`config.mk`:
```
export PLATFORM = sky130hd
export DESIGN_NAME = music_stream_player
export DESIGN_NICKNAME = d
export VERILOG_FILES = /design/src/rtl/music_pkg.sv /design/src/rtl/sample_rate_divider.sv /design/src/rtl/music_stream_player.sv
export SDC_FILE = /design/constraint.sdc
export NUM_CORES = 1
export LEC_CHECK = 0
export BUFFER_PORTS_ARGS = -buffer_cell sky130_fd_sc_hd__buf_2
export CAP_MARGIN = 20
export CORE_AREA = 2 2 85 87
export CTS_BUF_LIST = sky130_fd_sc_hd__clkbuf_2 sky130_fd_sc_hd__clkbuf_4 sky130_fd_sc_hd__clkbuf_8
export DETAILED_ROUTE_END_ITERATION = 16
export DIE_AREA = 0 0 87 89
export PLACE_DENSITY = 0.76
export SLEW_MARGIN = 20
export SYNTH_ARGS = -nofsm -noshare
export SYNTH_HDL_FRONTEND = slang
export SYNTH_SLANG_ARGS = --single-unit
```
`constraint.sdc`:
```
create_clock -name Clk -period 3.9 [get_ports Clk]
set_input_delay 0.585 -clock Clk [delete_from_list [all_inputs] [get_ports Clk]]
set_output_delay 0.585 -clock Clk [all_outputs]
set_load 0.005 [all_outputs]
```
`src/rtl/music_pkg.sv`:
```
// Shared definitions for the music and sound-effect players: FSM states, track ids and the
// game-status to track mapping.
package music_pkg;

  typedef enum logic [1:0] {IDLE, WAIT, HOLD} player_state_e;

  typedef logic [1:0] track_id_t;

  localparam track_id_t TRACK_SILENT = 2'd0;
  localparam track_id_t TRACK_1      = 2'd1;
  localparam track_id_t TRACK_2      = 2'd2;
  localparam track_id_t TRACK_3      = 2'd3;

  function automatic track_id_t status_to_track(input logic [3:0] status);
    case (status)
      4'd1, 4'd2, 4'd5: return TRACK_1;
      4'd4:             return TRACK_2;
      4'd3:             return TRACK_3;
      default:          return TRACK_SILENT;
    endcase
  endfunction

endpackage

```
`src/rtl/sample_rate_divider.sv`:
```
// Free-running sample-rate divider: one-cycle tick every TICK_DIV enabled cycles.
module sample_rate_divider #(
  parameter int unsigned TICK_DIV = 1134
) (
  input  logic Clk,
  input  logic Reset_n,
  input  logic enable,
  output logic tick
);

  localparam int unsigned CntW = $clog2(TICK_DIV);
  localparam logic [CntW-1:0] CntMax = CntW'(TICK_DIV - 1);

  logic [CntW-1:0] cnt_q;

  // Gated by enable so a paused divider never ticks while frozen on its last count.
  assign tick = enable && (cnt_q == CntMax);

  always_ff @(posedge Clk or negedge Reset_n) begin
    if (!Reset_n) begin
      cnt_q <= '0;
    end else if (enable) begin
      cnt_q <= tick ? '0 : cnt_q + CntW'(1);
    end
  end

endmodule

```
`src/rtl/music_stream_player.sv`:
```
// Music ROM reader: steps the shared ROM address at the sample rate, captures the selected
// track's sample and offers it to the serializer over valid/ready.
module music_stream_player
  import music_pkg::*;
#(
  parameter int unsigned ADDR_W    = 17,
  parameter int unsigned SAMPLE_W  = 17,
  parameter int unsigned TRACK_LEN = 65536,
  parameter int unsigned TICK_DIV  = 1134
) (
  input  logic                Clk,
  input  logic                Reset_n,
  input  logic [3:0]          status,
  input  logic                play_en,
  output logic [ADDR_W-1:0]   Add,
  input  logic [SAMPLE_W-1:0] rom1_q,
  input  logic [SAMPLE_W-1:0] rom2_q,
  input  logic [SAMPLE_W-1:0] rom3_q,
  output logic [SAMPLE_W-1:0] sample_data,
  output logic                sample_valid,
  input  logic                sample_ready,
  output logic                loop_pulse,
  output logic [7:0]          miss_cnt
);

  localparam logic [ADDR_W-1:0] LastAddr = ADDR_W'(TRACK_LEN - 1);

  player_state_e       state_q;
  track_id_t           track_q;
  track_id_t           track_d;
  logic                tick;
  logic [SAMPLE_W-1:0] rom_sel;

  sample_rate_divider #(
    .TICK_DIV (TICK_DIV)
  ) u_divider (
    .Clk     (Clk),
    .Reset_n (Reset_n),
    .enable  (play_en),
    .tick    (tick)
  );

  assign track_d = status_to_track(status);

  always_comb begin
    rom_sel = '0;
    case (track_q)
      TRACK_1: rom_sel = rom1_q;
      TRACK_2: rom_sel = rom2_q;
      TRACK_3: rom_sel = rom3_q;
      default: rom_sel = '0;
    endcase
  end

  always_ff @(posedge Clk or negedge Reset_n) begin
    if (!Reset_n) begin
      state_q      <= IDLE;
      track_q      <= TRACK_SILENT;
      Add          <= '0;
      sample_data  <= '0;
      sample_valid <= 1'b0;
      loop_pulse   <= 1'b0;
      miss_cnt     <= '0;
    end else begin
      track_q    <= track_d;
      loop_pulse <= 1'b0;
      if (tick && (state_q != IDLE) && (miss_cnt != 8'hFF)) begin
        miss_cnt <= miss_cnt + 8'd1;
      end
      // A track change restarts from word 0; dropping valid also covers an accepted transfer.
      if (track_d != track_q) begin
        Add          <= '0;
        state_q      <= IDLE;
        sample_valid <= 1'b0;
      end else begin
        case (state_q)
          IDLE: begin
            if (tick) state_q <= WAIT;
          end
          WAIT: begin
            sample_data  <= rom_sel;
            sample_valid <= 1'b1;
            state_q      <= HOLD;
            if (Add == LastAddr) begin
              Add        <= '0;
              loop_pulse <= 1'b1;
            end else begin
              Add <= Add + ADDR_W'(1);
            end
          end
          HOLD: begin
            if (sample_valid && sample_ready) begin
              sample_valid <= 1'b0;
              state_q      <= IDLE;
            end
          end
          default: state_q <= IDLE;
        endcase
      end
    end
  end

endmodule

```
==> results of run 1 <==
==> power breakdown <==
part	internal [mW]	switching [mW]	leakage, nW
logic	0.0851	0.0826	1.08
clock network	0.292	0.251	0.0950
registers	0.640	0.0369	0.812
total	1.02	0.370	1.99
==> per-stage QoR <==
| stage | cells | setup WS (ns) |
|---|---|---|
| after global placement | 473 | 1.426 |
| after detailed placement | 473 | 1.315 |
| after floorplan | 301 | 1.683 |
| after CTS | 489 | 1.430 |
| after global routing | 489 | 1.225 |
| final | 489 | 1.441 |
==> state kept, by name, indices dropped and copies added (netlist names) <==
signal,flops
miss_cnt,8
Add,17
state_q,2
loop_pulse,1
sample_data,17
track_q,2
sample_valid,1
u_divider.cnt_q,11
==> kinds of logic after synthesis <==
kind of cell / after synthesis / share of synthesized area
buf+inv: 17 / 0.02283
simple gates: 108 / 0.1952
fa+ha+maj: 4 / 0.01522
xor+xnor: 21 / 0.05594
compound gates: 56 / 0.1286
mux: 36 / 0.1332
flops: 59 / 0.4490
==> worst max-delay path, stage by stage, from the launching register on <==
cell and delay [ns]:
sky130_fd_sc_hd__dfrtp_1 0.81, sky130_fd_sc_hd__a211oi_2 0.16, sky130_fd_sc_hd__o31ai_4 0.94, sky130_fd_sc_hd__mux2_2 0.42
==> placed cells by master (no fill, tap or decap), drive strengths merged, types with 4 or more instances in the layout <==
| master | count |
|---|---|
| buf | 106 |
| dfrtp | 59 |
| mux2 | 35 |
| nor2 | 20 |
| nand2 | 17 |
| a22o | 17 |
| nand3 | 12 |
| xor2 | 12 |
| a21oi | 11 |
| nand4 | 11 |
| xnor2 | 9 |
| clkbuf | 9 |
| a311oi | 7 |
| nor3 | 7 |
| o21ai | 6 |
| a31oi | 5 |
| nor2b | 5 |
| nor4 | 5 |
| nand3b | 4 |
| nand2b | 4 |
| and4 | 4 |
| o22ai | 4 |
| ha | 4 |
| clkinv | 4 |
==> worst max-delay path by stage <==
| stage | to | depth (start not counted) |
|---|---|---|
| after floorplan | miss_cnt[1]$_DFFE_PN0P_ | 5 |
| after global placement | sample_data[4]$_DFFE_PN0P_ | 5 |
| after detailed placement | sample_data[4]$_DFFE_PN0P_ | 5 |
| after CTS | sample_data[4]$_DFFE_PN0P_ | 3 |
| after global routing | sample_data[0]$_DFFE_PN0P_ | 3 |
| final | sample_data[15]$_DFFE_PN0P_ | 3 |
==> routing by layer <==
layer  track usage  vias up
met5             0        -
met4       0.08949        0
met3       0.03693        8
met2        0.3338      104
met1        0.2859     1294
li1              -     1346
==> area by class of cell <==
class                           count  area (um2)  area share
Clock buffer                        9       123.9     0.03047
Sequential cell                    59        1476      0.3632
Clock inverter                      7       68.82     0.01693
Inverter                            3       11.26    0.002770
Tap cell                           80       100.1     0.02462
Timing Repair Buffer              106       540.5      0.1330
Multi-Input combinational cell    225        1744      0.4291
==> out/qor.log, run 1 <==
qor: status.status complete, no violations
qor: routing.route.layer.met1.wl 3424 um
qor: routing.route.detailed.wl_per_inst 15.37 um
qor: timing.max_clock_freq 406.7 MHz
qor: routing.num_vias 2752
qor: timing.fin_setup_tns 0 ns
qor: placement.dp_hpwl 5436 um
qor: floorplanning.floorplan_die_area 7743 um2
qor: logic_synthesis.postSynth.asyncResetShare 1.000
qor: logic_synthesis.yosys_most_used_dff sky130_fd_sc_hd__dfrtp_1
qor: power_and_ir_drop.power.ir.vdd_worst 0.0001877 V
qor: logic_synthesis.yosysMostFrequentCell sky130_fd_sc_hd__dfrtp_1
qor: layout.num-nets-final 467
qor: clock_tree.cts_inserted_buffers 9
qor: floorplanning.core-area 6719 um2
qor: setup_path.timing_worst_setup_path_type reg -> reg
qor: logic_synthesis.syn_area_per_cell 10.92 um2
qor: routing.firstDrtPassIters 4
qor: logic_synthesis.synth-edff-count 0
qor: timing.tightest_slew 1.087 ns
qor: logic_synthesis.postSynthCellCount 301
qor: global_routing.overflow 0
qor: clock_tree.cts_hold_buffers 0
qor: timing.hold_viol_final 0
qor: min_path.timing.hold.worst.class in -> async
qor: setup_path.arrival_worst_endpoint 2.68 ns
qor: timing.finalHoldWorstSlack 0.2121 ns
qor: logic_synthesis.top_post_synthesis_cells_by_area sky130_fd_sc_hd__dfrtp_1, sky130_fd_sc_hd__mux2_2, sky130_fd_sc_hd__a22o_1
qor: clock_tree.tritoncts_num_sinks 59
qor: logic_synthesis.ys_ff_latch 59
qor: setup_path.critical_path.startpoint track_q[1]$_DFF_PN0_
qor: setup_path.path_max_fanout 21
qor: floorplanning.die_w 87 um
qor: clock_tree.cts.clk_slew.worst_paths 0.07 ns
qor: routing.wl_met3 467 um
qor: setup_path.worst-r2r-setup-slack 1.44 ns
qor: layout.utilization 0.6050
qor: timing.final_period_minus_worst_setup_slack 2.459 ns
qor: routing.drt.antenna.violating_nets 0
qor: routing.routed_via_density 5.628
qor: global_routing.first_global_vias 2621
qor: layout.final_design_area_no_fill 4065 um2
qor: setup_path.reg2reg_to sample_data[15]$_DFFE_PN0P_
qor: routing.wl_met2 3520 um
qor: layout.drive_above_1_share 0.4132
qor: timing.rsz0062_at_grt no
qor: clock_tree.tritoncts yes
qor: floorplanning.starting_utilization_of_the_core_area 0.4894
qor: logic_synthesis.synth.lib_cells_used.distinct 46
qor: routing.dr.max_layer_used met4
qor: floorplanning.die_height 89 um
qor: clock_tree.cts_setup_buffers 0
qor: power_and_ir_drop.power 1.387 mW
qor: placement.io_buffers 102
qor: power_and_ir_drop.power.static_leakage 1.986 nW
qor: placement.finalWeightedCongestion 0.8263
qor: floorplanning.io-pin-count 103
qor: power_and_ir_drop.power-per-cell-area 341.3 nW/um2
qor: timing.number_of_setup_violations_in_the_final_report 0
qor: layout.fillers 563
qor: timing.report.final.slew_viol_count 0
qor: logic_synthesis.synth_commonest_cells sky130_fd_sc_hd__dfrtp_1, sky130_fd_sc_hd__mux2_2, sky130_fd_sc_hd__nor2_1, sky130_fd_sc_hd__a22o_1, sky130_fd_sc_hd__nand2_1
qor: timing.max-slew-margin-rel 0.2751
qor: routing.drt_first_iter_violations 202
qor: routing.drc 0
qor: logic_synthesis.synth_largest_type_area_fraction 0.4490
qor: clock_tree.clock_latency 0.34 ns
qor: placement.placed_cell_area 3870 um2
qor: layout.syn2layout_area_growth 23.63%
qor: logic_synthesis.yosysSeqAreaShare 0.4490
qor: global_routing.antenna_found_initial 0
qor: logic_synthesis.post-synth-top-area-cell sky130_fd_sc_hd__dfrtp_1
qor: setup_path.ff2ff_path_depth 3
qor: global_routing.grt_usage 0.2104
qor: clock_tree.clock_tree.root_cell sky130_fd_sc_hd__clkbuf_8
qor: logic_synthesis.synthesized_nets 364
qor: logic_synthesis.ys_warn_count 0
qor: setup_path.crit_required 4.13 ns
qor: layout.n_antenna_cell 0
qor: setup_path.critical_path.reg2reg.startpoint track_q[1]$_DFF_PN0_
qor: clock_tree.cts_buffer_depth 2
qor: clock_tree.postCtsResizedCells 0
qor: setup_path.crit_path_end_kind flip-flop
qor: global_routing.grt_first_pass_wirelength 12710 um
qor: flow_run.maxCapViolCount 0
qor: logic_synthesis.netlist_area 3288 um2
qor: routing.route.final.wire_length 7515 um
qor: timing.min_period_over_period 0.6305
qor: global_routing.grt_start_max_net_pins 37
qor: clock_tree.h-tree-depth 3
qor: timing.finalClockSkew 0.005129 ns
qor: floorplanning.row_count 30
qor: setup_path.worst_setup_path_start_kind flip-flop
(Power assumes the default switching activity.)
==> run 2, diff against run 1 <==
Clock period 3.9 ns to 2.3 ns, I/O delays scaled along.
==> out/qor.log, run 2 (synthesis gave the netlist of run 1 again) <==
qor: timing.hold_viol_final 3
qor: floorplanning.core-area 6719 um2
qor: routing.route.final.wire_length 7445 um
qor: power_and_ir_drop.netSwitchingFraction 0.2544
qor: setup_path.critical_path.reg2reg.startpoint track_q[0]$_DFF_PN0_
qor: power_and_ir_drop.power.static_leakage 2.019 nW
qor: routing.firstDrtPassIters 4
qor: clock_tree.clock_latency 0.33 ns
qor: global_routing.overflow 0
qor: routing.drc 0
qor: power_and_ir_drop.share_clk_of_total_power 0.374
qor: layout.syn2layout_area_growth 24.85%
qor: power_and_ir_drop.power-per-cell-area 562.0 nW/um2
qor: layout.fillers 575
qor: layout.n_antenna_cell 0
qor: clock_tree.cts_setup_buffers 0
qor: timing.max_clock_freq 460.3 MHz
qor: setup_path.timing_worst_setup_path_type reg -> reg
qor: routing.drt_first_iter_violations 229
qor: routing.routed_via_density 5.661
qor: placement.io_buffers 102
qor: layout.largest_registers Add (17), sample_data (17), u_divider.cnt_q (11)
qor: global_routing.grt_start_max_net_pins 60
qor: global_routing.grt_usage 0.2020
qor: timing.report.final.slew_viol_count 0
qor: global_routing.first_global_vias 2586
qor: floorplanning.row_count 30
qor: timing.max-slew-margin-rel 0.3215
qor: timing.finalClockSkew 0.006214 ns
qor: routing.drt.antenna.violating_nets 0
qor: layout.num-nets-final 472
qor: setup_path.arrival_worst_endpoint 2.38 ns
qor: layout.layoutNonFillerInstCount 493
qor: power_and_ir_drop.internal_power 1.720 mW
qor: setup_path.worst_setup_path_start_kind flip-flop
qor: setup_path.critical_path.startpoint track_q[0]$_DFF_PN0_
qor: clock_tree.cts_inserted_buffers 9
qor: timing.min_period_over_period 0.9447
qor: clock_tree.cts_hold_buffers 0
qor: status.failed_checks hold timing
qor: power_and_ir_drop.sequentialPowerShare 0.496
qor: layout.layout_commonest_cell sky130_fd_sc_hd__buf_2
qor: power_and_ir_drop.total_switching_power 0.5868 mW
qor: min_path.timing.hold.worst.class in -> async
qor: clock_tree.cts.clk_slew.worst_paths 0.07 ns
qor: floorplanning.starting_utilization_of_the_core_area 0.4894
qor: setup_path.crit_required 2.51 ns
qor: timing.finalHoldWorstSlack -0.0003196 ns
qor: layout.final_cell_mix sky130_fd_sc_hd__buf_2, sky130_fd_sc_hd__dfrtp_1, sky130_fd_sc_hd__mux2_2
qor: timing.tightest_slew 1.018 ns
qor: setup_path.crit_path_end_kind flip-flop
qor: floorplanning.floorplan_die_area 7743 um2
qor: routing.num_vias 2791
qor: floorplanning.io-pin-count 103
qor: floorplanning.die_height 89 um
qor: clock_tree.cts_buffer_depth 2
qor: flow_run.maxCapViolCount 0
qor: clock_tree.tritoncts yes
qor: global_routing.grt_first_pass_wirelength 12220 um
qor: power_and_ir_drop.power.ir.vdd_worst 0.0003010 V
qor: global_routing.antenna_found_initial 0
qor: layout.drive_above_1_share 0.4189
qor: status.status finished, violations left
qor: setup_path.worst-r2r-setup-slack 0.13 ns
qor: clock_tree.clock_tree.root_cell sky130_fd_sc_hd__clkbuf_8
qor: power_and_ir_drop.p_comb_frac 0.130
qor: floorplanning.die_w 87 um
qor: timing.fin_setup_tns 0 ns
qor: clock_tree.tritoncts_num_sinks 59
qor: setup_path.path_max_fanout 18
qor: placement.dp_hpwl 5350 um
qor: placement.numPlacedInstances 477
qor: timing.number_of_setup_violations_in_the_final_report 0
qor: placement.finalWeightedCongestion 0.8755
qor: routing.route.detailed.wl_per_inst 15.10 um
qor: timing.final_period_minus_worst_setup_slack 2.173 ns
qor: timing.rsz0062_at_grt yes
qor: clock_tree.postCtsResizedCells 0
qor: clock_tree.h-tree-depth 3
-- run 2: cell count changes in the layout (fill, tap and decap cells not counted), sizes merged --
cell / before / now
bufinv: 1 / 0
clkbuf: 9 / 13
clkinvlp: 2 / 0
clkinv: 4 / 2
buf: 106 / 111
-- run 2: worst paths after layout --
check                                        endpoint  depth (start not counted)
max                        sample_data[4]$_DFFE_PN0P_                          4
min                               Add[11]$_DFFE_PN0P_                          2
max reg2reg                sample_data[4]$_DFFE_PN0P_                          4
min reg2reg                sample_data[9]$_DFFE_PN0P_                          1
max in group asynchronous        loop_pulse$_DFF_PN0_                          2
min in group Clk                 track_q[1]$_DFF_PN0_                          2
-- run 2: stage by stage --
stage / util / power [mW] / area [um2] / hold WS, ns / setup WS, ns
2_1_floorplan: - / 1.332 / 3288 / 0.04941 / 0.2794
3_3_place_gp: 0.5823 / 1.449 / 3913 / 0.3711 / 0.08751
3_5_place_dp: 0.5823 / 1.465 / 3913 / 0.3754 / -0.02755
4_1_cts: 0.6095 / 2.337 / 4095 / 0.01301 / 0.09838
5_1_grt: 0.6110 / 2.436 / 4105 / 0.01741 / -0.01110
6_report: 0.6110 / 2.307 / 4105 / -0.0003196 / 0.1273
-- run 2: power groups by stage --
stage | clock (mW) | sequential (mW) | combinational, mW
6_report | 0.862 | 1.15 | 0.300
2_1_floorplan | 0 | 1.15 | 0.184
3_3_place_gp | 0 | 1.16 | 0.288
3_5_place_dp | 0 | 1.16 | 0.304
4_1_cts | 0.890 | 1.14 | 0.303
5_1_grt | 0.948 | 1.15 | 0.335
-- run 2: cell type report --
type | instances | area (um2) | share of cell area
well taps | 80 | 100.1 | 0.02438
repair buffers | 111 | 590.6 | 0.1439
clock inverters | 2 | 10.01 | 0.002438
flip-flops and latches | 59 | 1476 | 0.3596
inverters | 3 | 11.26 | 0.002743
clock buffers | 13 | 172.7 | 0.04206
multi-input cells | 225 | 1744 | 0.4249
-- run 2: metal layers --
layer | wire length, um | GRT usage | share of wire
met2 | 3518 | 0.3241 | 0.47
met5 | 0 | 0 | 0
met4 | 104 | 0.08523 | 0.014
met3 | 401 | 0.03970 | 0.054
met1 | 3421 | 0.2687 | 0.46
-- run 2: worst max-delay path, stage by stage, from the launching register on --
cell and delay, ns:
sky130_fd_sc_hd__dfrtp_1 0.43, sky130_fd_sc_hd__or4bb_1 0.22, sky130_fd_sc_hd__a211oi_2 0.09, sky130_fd_sc_hd__o31ai_4 0.89, sky130_fd_sc_hd__mux2_2 0.42
==> run 3, diff against run 2 <==
--- a/config.mk
+++ b/config.mk
@@ -10,4 +10,5 @@
 export CORE_AREA = 2 2 85 87
 export CTS_BUF_LIST = sky130_fd_sc_hd__clkbuf_2 sky130_fd_sc_hd__clkbuf_4 sky130_fd_sc_hd__clkbuf_8
+export CTS_CLUSTER_DIAMETER = 200
 export DETAILED_ROUTE_END_ITERATION = 16
 export DIE_AREA = 0 0 87 89
==> constraint.sdc (replaced) <==
create_clock -name Clk -period 2.3 [get_ports Clk]
set_input_delay 0.46 -clock Clk [delete_from_list [all_inputs] [get_ports Clk]]
set_output_delay 0.46 -clock Clk [all_outputs]
set_load 0.005 [all_outputs]
==> out/qor.log, run 3 (synthesis gave the netlist of run 1 again) <==
qor: layout.final_design_area_no_fill 4193 um2
qor: timing.fin_ws 0.1626 ns
qor: min_path.timing.hold.worst.class in -> async
qor: floorplanning.io-pin-count 103
qor: setup_path.largest_stage_delay_on_the_critical_path 0.52 ns
qor: power_and_ir_drop.power.static_leakage 2.067 nW
qor: timing.final_period_minus_worst_setup_slack 2.137 ns
qor: layout.num-nets-final 479
qor: layout.layout_commonest_cell sky130_fd_sc_hd__buf_2
qor: power_and_ir_drop.share_clk_of_total_power 0.411
qor: placement.placed_cell_area 3923 um2
qor: timing.tightest_slew 0.7658 ns
qor: layout.syn2layout_area_growth 27.51%
qor: global_routing.grt_start_max_net_pins 60
qor: floorplanning.row_count 30
qor: power_and_ir_drop.internal_power 1.863 mW
qor: setup_path.arrival_worst_endpoint 2.34 ns
qor: global_routing.overflow 0
qor: clock_tree.cts_hold_buffers 0
qor: setup_path.worst_setup_path_start_kind flip-flop
qor: clock_tree.h-tree-depth 3
qor: timing.max_clock_freq 467.9 MHz
qor: clock_tree.cts_inserted_buffers 9
qor: setup_path.timing_worst_setup_path_type reg -> reg
qor: layout.final_cell_mix sky130_fd_sc_hd__buf_2, sky130_fd_sc_hd__dfrtp_1, sky130_fd_sc_hd__mux2_2
qor: placement.io_buffers 102
qor: routing.route.detailed.wl_per_inst 14.68 um
qor: clock_tree.cts_setup_buffers 0
qor: timing.report.final.slew_viol_count 0
qor: floorplanning.core-area 6719 um2
qor: clock_tree.cts_buffer_depth 2
qor: power_and_ir_drop.sequentialPowerShare 0.469
qor: clock_tree.tritoncts yes
qor: power_and_ir_drop.power 2.434 mW
qor: routing.route.final.wire_length 7353 um
qor: flow_run.maxCapViolCount 0
qor: timing.rsz0062_at_grt no
qor: setup_path.timing.critical_path.slowest_stage_cell sky130_fd_sc_hd__or4bb_1
qor: power_and_ir_drop.total_switching_power 0.5711 mW
qor: routing.routed_via_density 5.543
qor: global_routing.grt_first_pass_wirelength 12060 um
qor: floorplanning.starting_utilization_of_the_core_area 0.4894
qor: routing.firstDrtPassIters 4
qor: setup_path.crit_path_end_kind flip-flop
qor: placement.dp_worst_setup_slack -0.09114 ns
qor: setup_path.crit_path_cell_trace or4bb_1 -> a211oi_2 -> o31ai_4 -> buf_12 -> mux2_4
qor: clock_tree.cts.clk_slew.worst_paths 0.06 ns
qor: setup_path.path_max_fanout 15
qor: layout.multi_input_area 1744 um2
qor: power_and_ir_drop.netSwitchingFraction 0.2347
qor: routing.drc 0
qor: power_and_ir_drop.p_comb_frac 0.120
qor: layout.storage_element_area 1476 um2
qor: placement.dp_hpwl 5349 um
qor: layout.fillers 561
qor: timing.hold_viol_final 0
qor: floorplanning.die_w 87 um
qor: routing.num_vias 2777
qor: power_and_ir_drop.power-per-cell-area 580.5 nW/um2
qor: timing.number_of_setup_violations_in_the_final_report 0
qor: layout.n_antenna_cell 0
qor: timing.finalClockSkew 0.007507 ns
qor: timing.min_period_over_period 0.9293
qor: layout.largest_registers Add (17), sample_data (17), u_divider.cnt_q (11)
qor: floorplanning.floorplan_die_area 7743 um2
qor: timing.max-slew-margin-rel 0.4894
qor: clock_tree.clock_latency 0.33 ns
qor: routing.drt.antenna.violating_nets 0
qor: global_routing.antenna_found_initial 0
qor: power_and_ir_drop.power.ir.vdd_worst 0.0002935 V
qor: global_routing.grt_usage 0.1987
qor: setup_path.crit_required 2.50 ns
qor: global_routing.first_global_vias 2641
qor: floorplanning.die_height 89 um
qor: clock_tree.postCtsResizedCells 0
qor: routing.drt_first_iter_violations 125
qor: layout.drive_above_1_share 0.4299
qor: clock_tree.clock_tree.root_cell sky130_fd_sc_hd__clkbuf_8
qor: placement.finalWeightedCongestion 0.8160
qor: status.status complete, no violations
qor: clock_tree.tritoncts_num_sinks 59
==> run 3: changes by cell type in the layout (fill, tap and decap cells not counted) <==
cell	before	now
sky130_fd_sc_hd__bufinv_16	0	1
sky130_fd_sc_hd__buf_4	8	15
sky130_fd_sc_hd__clkbuf_4	1	3
sky130_fd_sc_hd__clkinv_2	2	0
==> run 3: layout make-up <==
type,count,share of cell area
Tap cell,80,0.02387
Clock buffer,15,0.04476
Clock inverter,1,0.007162
Timing Repair Buffer,118,0.1534
Multi-Input combinational cell,225,0.4160
Inverter,3,0.002686
Sequential cell,59,0.3521
==> run 3: per-stage QoR <==
| step | hold slack (ns) | TNS (ns) | utilization | instances |
|---|---|---|---|---|
| 6_report | 0.2741 | 0 | 0.6240 | 501 |
| 5_1_grt | 0.3488 | 0 | 0.6240 | 501 |
| 4_1_cts | 0.3051 | 0 | 0.6162 | 496 |
| 3_5_place_dp | 0.4865 | -0.7688 | 0.5838 | 480 |
| 3_3_place_gp | 0.4833 | -0.1377 | 0.5838 | 480 |
| 2_1_floorplan | 0.1644 | 0 | - | 301 |
==> run 3: critical path: cells and delay by family (launching register included) <==
| family | cells | cell delay [ns] |
|---|---|---|
| AOI/OAI and AO/OA | 2 | 0.57 |
| and+or+nand+nor | 1 | 0.52 |
| DFF | 1 | 0.43 |
| muxes | 1 | 0.29 |
| buffers and inverters | 1 | 0.20 |
==> run 3: path summary, 6_finish.rpt <==
path / end / slack, ns / cells past startpoint / startpoint
min in group Clk: track_q[1]$_DFF_PN0_ / 0.43 / 3 / status[3]
min reg2reg: miss_cnt[7]$_DFFE_PN0P_ / 0.50 / 1 / miss_cnt[7]$_DFFE_PN0P_
min: Add[10]$_DFFE_PN0P_ / 0.27 / 2 / Reset_n
max reg2reg: sample_data[11]$_DFFE_PN0P_ / 0.16 / 5 / track_q[0]$_DFF_PN0_
max: sample_data[11]$_DFFE_PN0P_ / 0.16 / 5 / track_q[0]$_DFF_PN0_
max in group asynchronous: sample_data[10]$_DFFE_PN0P_ / 1.53 / 2 / Reset_n
==> run 3: metal layers <==
layer  part of all wire  routed length, um  vias to the layer above  GRT usage
li1                   -                  -                     1365          -
met1               0.44               3250                     1313     0.2575
met2               0.49               3580                       94     0.3269
met3              0.059                436                        5    0.03970
met4              0.012                 85                        0    0.08239
met5                  0                  0                        -          0
==> run 3: power groups by stage <==
| stage | Combinational [mW] | Clock [mW] | Sequential [mW] |
|---|---|---|---|
| after global routing | 0.336 | 1.08 | 1.15 |
| after detailed placement | 0.296 | 0 | 1.16 |
| after global placement | 0.286 | 0 | 1.16 |
| final | 0.292 | 1.00 | 1.14 |
| after floorplan | 0.184 | 0 | 1.15 |
| after CTS | 0.297 | 1.03 | 1.14 |
